--- config.mk ---
export PLATFORM = sky130hd
export DESIGN_NAME = spi_xfer_sequencer
export DESIGN_NICKNAME = d
export VERILOG_FILES = /design/src/rtl/spi_xfer_sequencer.sv
export SDC_FILE = /design/constraint.sdc
export NUM_CORES = 1
export LEC_CHECK = 0
export BUFFER_PORTS_ARGS = -buffer_cell sky130_fd_sc_hd__buf_4
export CAP_MARGIN = 0
export CELL_PAD_IN_SITES_DETAIL_PLACEMENT = 1
export CELL_PAD_IN_SITES_GLOBAL_PLACEMENT = 2
export CORE_MARGIN = 5
export CORE_UTILIZATION = 26
export CTS_CLUSTER_SIZE = 40
export DETAILED_ROUTE_END_ITERATION = 12
export PLACE_DENSITY_LB_ADDON = 0.1
export SLEW_MARGIN = 10
export SYNTH_ARGS = -nofsm -noshare
export SYNTH_HDL_FRONTEND = slang
export SYNTH_SLANG_ARGS = --single-unit
export TNS_END_PERCENT = 100
--- constraint.sdc ---
create_clock -name I_clk -period 2.1 [get_ports I_clk]
set_input_delay 0.105 -clock I_clk [delete_from_list [all_inputs] [get_ports I_clk]]
set_output_delay 0.105 -clock I_clk [all_outputs]
set_load 0.01 [all_outputs]
--- src/rtl/spi_xfer_sequencer.sv ---
// Command-then-read transaction sequencer in front of an SPI byte engine.
// Optional done-flag watchdog enabled by defining SEQ_TIMEOUT_EN.
module spi_xfer_sequencer #(
    parameter int GAP_CYCLES     = 2,
    parameter int TIMEOUT_CYCLES = 64
) (
    input  logic       I_clk,
    input  logic       I_rst,
    input  logic       I_start,
    input  logic [7:0] I_cmd,
    input  logic [3:0] I_rd_cnt,
    output logic       O_busy,
    output logic [7:0] O_rd_data,
    output logic       O_rd_valid,
    output logic       O_done,
    output logic       O_err,
    output logic       O_tx_en,
    output logic       O_rx_en,
    output logic [7:0] O_tx_byte,
    input  logic       I_tx_done,
    input  logic       I_rx_done,
    input  logic [7:0] I_rx_byte
);

    typedef enum logic [2:0] {
        S_IDLE,
        S_CMD,
        S_CMD_TAIL,
        S_GAP,
        S_RD,
        S_FINISH
    } state_t;

    localparam int GW = (GAP_CYCLES > 1) ? $clog2(GAP_CYCLES) : 1;
    localparam logic [GW-1:0] GAP_LOAD = GW'(GAP_CYCLES - 1);

    state_t        state_q, state_d;
    logic [7:0]    cmd_q, cmd_d;
    logic [3:0]    cnt_q, cnt_d;
    logic [GW-1:0] gap_q, gap_d;
    logic [7:0]    rd_data_q, rd_data_d;
    logic          rd_valid_q, rd_valid_d;
    logic          done_q, done_d;
    logic          err_q, err_d;
    logic          busy_q, busy_d;
    logic          tx_en_q, tx_en_d;
    logic          rx_en_q, rx_en_d;
    logic          timeout;

`ifdef SEQ_TIMEOUT_EN
    logic [7:0] wd_q, wd_d;

    // Cleared on every state entry, so each byte gets a fresh budget.
    always_comb begin
        wd_d = 8'd0;
        if (state_d == state_q && (state_q == S_CMD || state_q == S_RD)) begin
            wd_d = wd_q + 8'd1;
        end
    end

    always_ff @(posedge I_clk) begin
        if (I_rst) begin
            wd_q <= 8'd0;
        end else begin
            wd_q <= wd_d;
        end
    end

    assign timeout = (wd_q == 8'(TIMEOUT_CYCLES - 1));
`else
    logic unused_timeout;
    assign unused_timeout = (TIMEOUT_CYCLES > 0);
    assign timeout        = 1'b0;
`endif

    always_comb begin
        state_d    = state_q;
        cmd_d      = cmd_q;
        cnt_d      = cnt_q;
        gap_d      = gap_q;
        rd_data_d  = rd_data_q;
        rd_valid_d = 1'b0;
        err_d      = 1'b0;
        unique case (state_q)
            S_IDLE: begin
                if (I_start) begin
                    cmd_d   = I_cmd;
                    cnt_d   = I_rd_cnt;
                    state_d = S_CMD;
                end
            end
            S_CMD: begin
                if (I_tx_done) begin
                    state_d = S_CMD_TAIL;
                end else if (timeout) begin
                    err_d   = 1'b1;
                    state_d = S_FINISH;
                end
            end
            S_CMD_TAIL: begin
                gap_d   = GAP_LOAD;
                state_d = S_GAP;
            end
            S_GAP: begin
                if (gap_q == '0) begin
                    state_d = (cnt_q == 4'd0) ? S_FINISH : S_RD;
                end else begin
                    gap_d = gap_q - GW'(1);
                end
            end
            S_RD: begin
                // Engine clears its data once rx_en drops, so grab it now.
                if (I_rx_done) begin
                    rd_data_d  = I_rx_byte;
                    rd_valid_d = 1'b1;
                    cnt_d      = cnt_q - 4'd1;
                    gap_d      = GAP_LOAD;
                    state_d    = S_GAP;
                end else if (timeout) begin
                    err_d   = 1'b1;
                    state_d = S_FINISH;
                end
            end
            S_FINISH: begin
                state_d = S_IDLE;
            end
            default: begin
                state_d = S_IDLE;
            end
        endcase
        done_d  = (state_d == S_FINISH);
        tx_en_d = (state_d == S_CMD) || (state_d == S_CMD_TAIL);
        rx_en_d = (state_d == S_RD);
        busy_d  = (state_d != S_IDLE) && (state_d != S_FINISH);
    end

    always_ff @(posedge I_clk) begin
        if (I_rst) begin
            state_q    <= S_IDLE;
            cmd_q      <= 8'd0;
            cnt_q      <= 4'd0;
            gap_q      <= '0;
            rd_data_q  <= 8'd0;
            rd_valid_q <= 1'b0;
            done_q     <= 1'b0;
            err_q      <= 1'b0;
            busy_q     <= 1'b0;
            tx_en_q    <= 1'b0;
            rx_en_q    <= 1'b0;
        end else begin
            state_q    <= state_d;
            cmd_q      <= cmd_d;
            cnt_q      <= cnt_d;
            gap_q      <= gap_d;
            rd_data_q  <= rd_data_d;
            rd_valid_q <= rd_valid_d;
            done_q     <= done_d;
            err_q      <= err_d;
            busy_q     <= busy_d;
            tx_en_q    <= tx_en_d;
            rx_en_q    <= rx_en_d;
        end
    end

    assign O_busy     = busy_q;
    assign O_rd_data  = rd_data_q;
    assign O_rd_valid = rd_valid_q;
    assign O_done     = done_q;
    assign O_err      = err_q;
    assign O_tx_en    = tx_en_q;
    assign O_rx_en    = rx_en_q;
    assign O_tx_byte  = cmd_q;

endmodule

# == Yosys cells after proc, flatten, opt, wreduce, memory -nomap -nowiden ==
# Index checks and enable logic that the tools add are counted.
# totals
reg_bits,29
inputBits,25
out_inout_bits,22
elab_cells,49
# classes
add_sub_neg,2
n_eq_ne,11
mux,13
n_bitwise,1
reduce_logical,12
# op_table
op,n
$pmux 3 s5,1
$mux 3,4
$eq 3x2->1 const B,3
$eq 3x3->1 const B,3
$mux 4,2
$pmux 4 s2,1
$eq 3x1->1 const B,2
$reduce_and 2->1,3
$reduce_bool 3->1,2
$logic_not 4->1,1
$mux 1,4
$ne 2x2->1 const B,2
$sub 4x1->4 const B,1
$logic_not 3->1,1
$ne 3x3->1 const B,1
$pmux 1 s3,1
$reduce_and 3->1,1
$reduce_bool 2->1,1
$reduce_or 2->1,1
$logic_and 1x1->1,1
$logic_or 1x1->1,1
$not 1->1,1
$sub 1x1->1 const B,1

# == Longest topological paths before layout ==
# depth
ltp_word,6
mapped_depth,7
ltp_nobuf,7

# == Worst setup path before layout ==
# Ideal clock, no wire load.
# synth_timing
path_kind,reg2reg
start,register state_q[2]
end,"register tx_en_q, in the netlist O_tx_en"
t_arrival_ps,1436
required_time_ps,1985
setup_slack_ps,549
stages_incl_launch_ff,7
path_cell_list,dfxtp_1 -> buf_6 -> nand2b_4 -> or4_4 -> o211a_2 -> xnor2_1 -> and2_1
# synth_via
elab_chain_cells,4
word_cells_on_any_way,13
# synth_rtl
item,line,rtl
from (decl),37,"state_t state_q, state_d;"
from (signal assigned),151,state_q <= state_d;
"$eq 3x3->1, or another cell as far along",84,unique case (state_q)
$pmux 3 s5 *,84,
$eq 3x1->1 / $eq 3x2->1 (equally long branches),132,tx_en_d = (state_d == S_CMD) || (state_d == S_CMD_TAIL);
$logic_or 1x1->1 *,132,
to (signal assigned),160,tx_en_q <= tx_en_d;
to (decl),46,"logic tx_en_q, tx_en_d;"
# Every way passes the cells marked *; elsewhere a longest branch is shown, timed or not.
# A chain may end at the register's enable or synchronous reset.

# == Final worst setup path ==
# layout_timing
start,register state_q[1]
end,"register tx_en_q, in the netlist O_tx_en"
# Same word-level chain as after synthesis.

==> run metrics <==
GPL Wtd Cong=0.820; clock slew at reported path FFs=0.06 ns; VDD IR max=448 uV; Remaining DRCs=0; post-route ant nets=0; hold_buf cts=0; top post-synthesis cells by area=dfxtp_1 (46%), nand2_1 (10%), a21oi_1 (8.7%); critical path type=reg -> reg; first-pass GRT wire length=5850 um; ANT cells=0; Mapped Nets=178; vias in the first global route=1214; setup ws final=0.333 ns; Final Hold Viols=0; # Post-CTS Setup Buffers=0; Synth-to-Final Area Change=34.8%; Final Cycle Share=84.1%; status=completed; cell accounting for the most synthesized area=dfxtp_1; Worst EP arrival=1.93 ns; Starting Density=26.8%; clk sinks=29; Final nets=222; max-slew violation count=0; Yosys cell types=34; Port-buffer cells=45; number of synthesized flops with an enable pin=0; Slew @ Worst Pin=0.883 ns; wire length per cell=13.3 um; Placed Instances=255; vias per cell=4.44; largest net degree at the start of global routing=28; Ys Warns=0; CTS Buffer Depth=2; WP buf/inv=0; Die ar.=6350 um2; Max Cap Violations=0; Design Power=1310 uW; CP top delay family=simple AND/OR/NAND/NOR gates; # rows=25; GRT Util Overall=12.0%; GRT overflow=0; initial antenna violation count=0; post-synthesis register bit count=29; RSZ-0062 raised after global routing=false; HP Class=in -> reg; Post-Synthesis Mean Instance Area=8.37 um2; Cell Count, Final, Fillers Out=262; Pleak=0.000707 uW; post-CTS sizing=0; Seq/Total Area, Yosys=45.9%; die width=79.7 um; DRT Pass-1 Iters=2; crit-path max cell delay=0.61 ns; crit path max-delay cell type=dfxtp_1; # IOs=47; crit-path cells=nand2b_4 -> or4_4 -> o211a_2 -> xnor2_1 -> and2_1; CP startpoint kind=flop; core box area=4720 um2; DRT iter0 DRCs=17; Die Ht=79.7 um; WL final=3480 um; TritonCTS Buffers=5; TritonCTS clock tree=yes; via count=1162; share of layout cells above drive strength 1=30.8%; main flop type after synthesis=dfxtp_1; Clk Latency, worst-skew pair=0.27 ns; CP required=2.27 ns; Detail Placement HPWL=2640 um; clk root buf=clkbuf_8; fraction of post-synthesis cell area in the top cell type by area=45.9%; maximum clock rate=0.566 GHz; CP endpoint kind=flop; number of H-tree levels=2; Place WS=0.347 ns; Slew HR=40.7%; Finish-stage setup viols=0; top fanout value on the critical path=14; Final Skew=0.00571 ns; fin crit period=1.77 ns; Synth Instances=151; hold slack=0.0765 ns; FFs w/ async S/R, synth=0%; setup_tns=0 ns; Synth Cell Area=1260 um2; pwr dens=767 nW/um2
-- final cells by class --
class	instances	area, um2
Timing Repair Buffer	46	345
Inverter	4	15.0
Clock buffer	7	86.3
Sequential cell	29	581
Tap cell	67	83.8
Fill cell	575	3020
Multi-Input combinational cell	109	592
-- where the power goes --
part	internal (uW)	switching (uW)	total (uW)
Sequential	586	31.6	618
Clock	259	194	453
Combinational	118	117	235
-- per-stage QoR --
| stage | utilization, % | instance area, um2 |
|---|---|---|
| after CTS | 36.1 | 1700 |
| final | 36.1 | 1700 |
| after global routing | 36.1 | 1700 |
| after global placement | 34.2 | 1620 |
| after floorplan | - | 1260 |
| after detailed placement | 34.2 | 1620 |
-- cells by family (layout without fill, tap and decap cells) --
group,Yosys count,count (layout),share of synthesized area [%]
AND/OR/NAND/NOR,68,68,26.3
XOR/XNOR,1,1,0.693
AO/OA/AOI/OAI,37,37,17.5
other,1,1,0.297
flip-flops,29,29,45.9
buffers and inverters,13,57,7.23
adder cells (fa/ha/maj),2,2,1.98
-- state kept, by name, indices dropped and copies added (netlist names) --
signal / count
O_rd_data: 8
O_tx_byte: 8
cnt_q: 4
state_q: 3
O_busy: 1
O_done: 1
O_rd_valid: 1
O_rx_en: 1
O_tx_en: 1
gap_q: 1
-- cell usage after synthesis, types with 3 or more instances --
cell type	instances
inv_1	4
clkbuf_1	3
clkbuf_8	3
o21ai_0	5
a21oi_1	22
dfxtp_1	29
nor3_1	6
nand2_1	35
nor2_1	12
-- cells in the final DEF, fill, tap and decap left out --
cell / Yosys / final
nor3_1: 6 / 6
nor2_1: 12 / 12
a21oi_1: 22 / 22
or2b_2: 1 / 1
nor3b_1: 2 / 2
xnor2_1: 1 / 1
o21ai_0: 5 / 5
a2bb2oi_1: 1 / 1
and2b_1: 1 / 1
nand3_1: 2 / 2
clkbuf_1: 3 / 1
or4_4: 1 / 1
dfxtp_1: 29 / 29
nand3_2: 1 / 1
o211a_2: 1 / 1
buf_4: 1 / 46
and3b_1: 1 / 1
nand2_1: 35 / 35
a211o_2: 1 / 1
conb_1: 1 / 1
nand2b_4: 2 / 2
a21boi_2: 1 / 1
o311ai_0: 1 / 1
a21o_1: 1 / 1
and2_1: 2 / 2
a22oi_1: 2 / 2
inv_1: 4 / 4
or3b_1: 1 / 1
ha_1: 2 / 2
or3_1: 1 / 1
clkbuf_8: 3 / 6
a211oi_1: 2 / 2
-- path summary, 6_finish.rpt --
check	depth (start not counted)	slack, ns	startpoint	to
worst max register to register	5	0.33	state_q[1]	O_tx_en
worst min-delay path	3	0.08	I_rx_byte[4]	O_rd_data[4]
worst min register to register	2	0.46	O_tx_byte[0]	O_tx_byte[0]
worst max-delay path	5	0.33	state_q[1]	O_tx_en
-- worst register-to-register path, delay by kind of cell (launching register included) --
| kind | cells | cell delay, ns |
|---|---|---|
| simple gates | 3 | 0.75 |
| compound gates | 1 | 0.17 |
| xor+xnor | 1 | 0.13 |
| flops | 1 | 0.61 |
-- routing by layer --
layer  GRT usage, %  routed length (um)  vias up
met1           14.5                1570      539
met2           18.7                1620       29
met5              0                   0        -
met3           5.64                 249        5
li1               -                   -      589
met4           3.61                  36        0
Note: power is estimated with default switching activity, not from simulation.
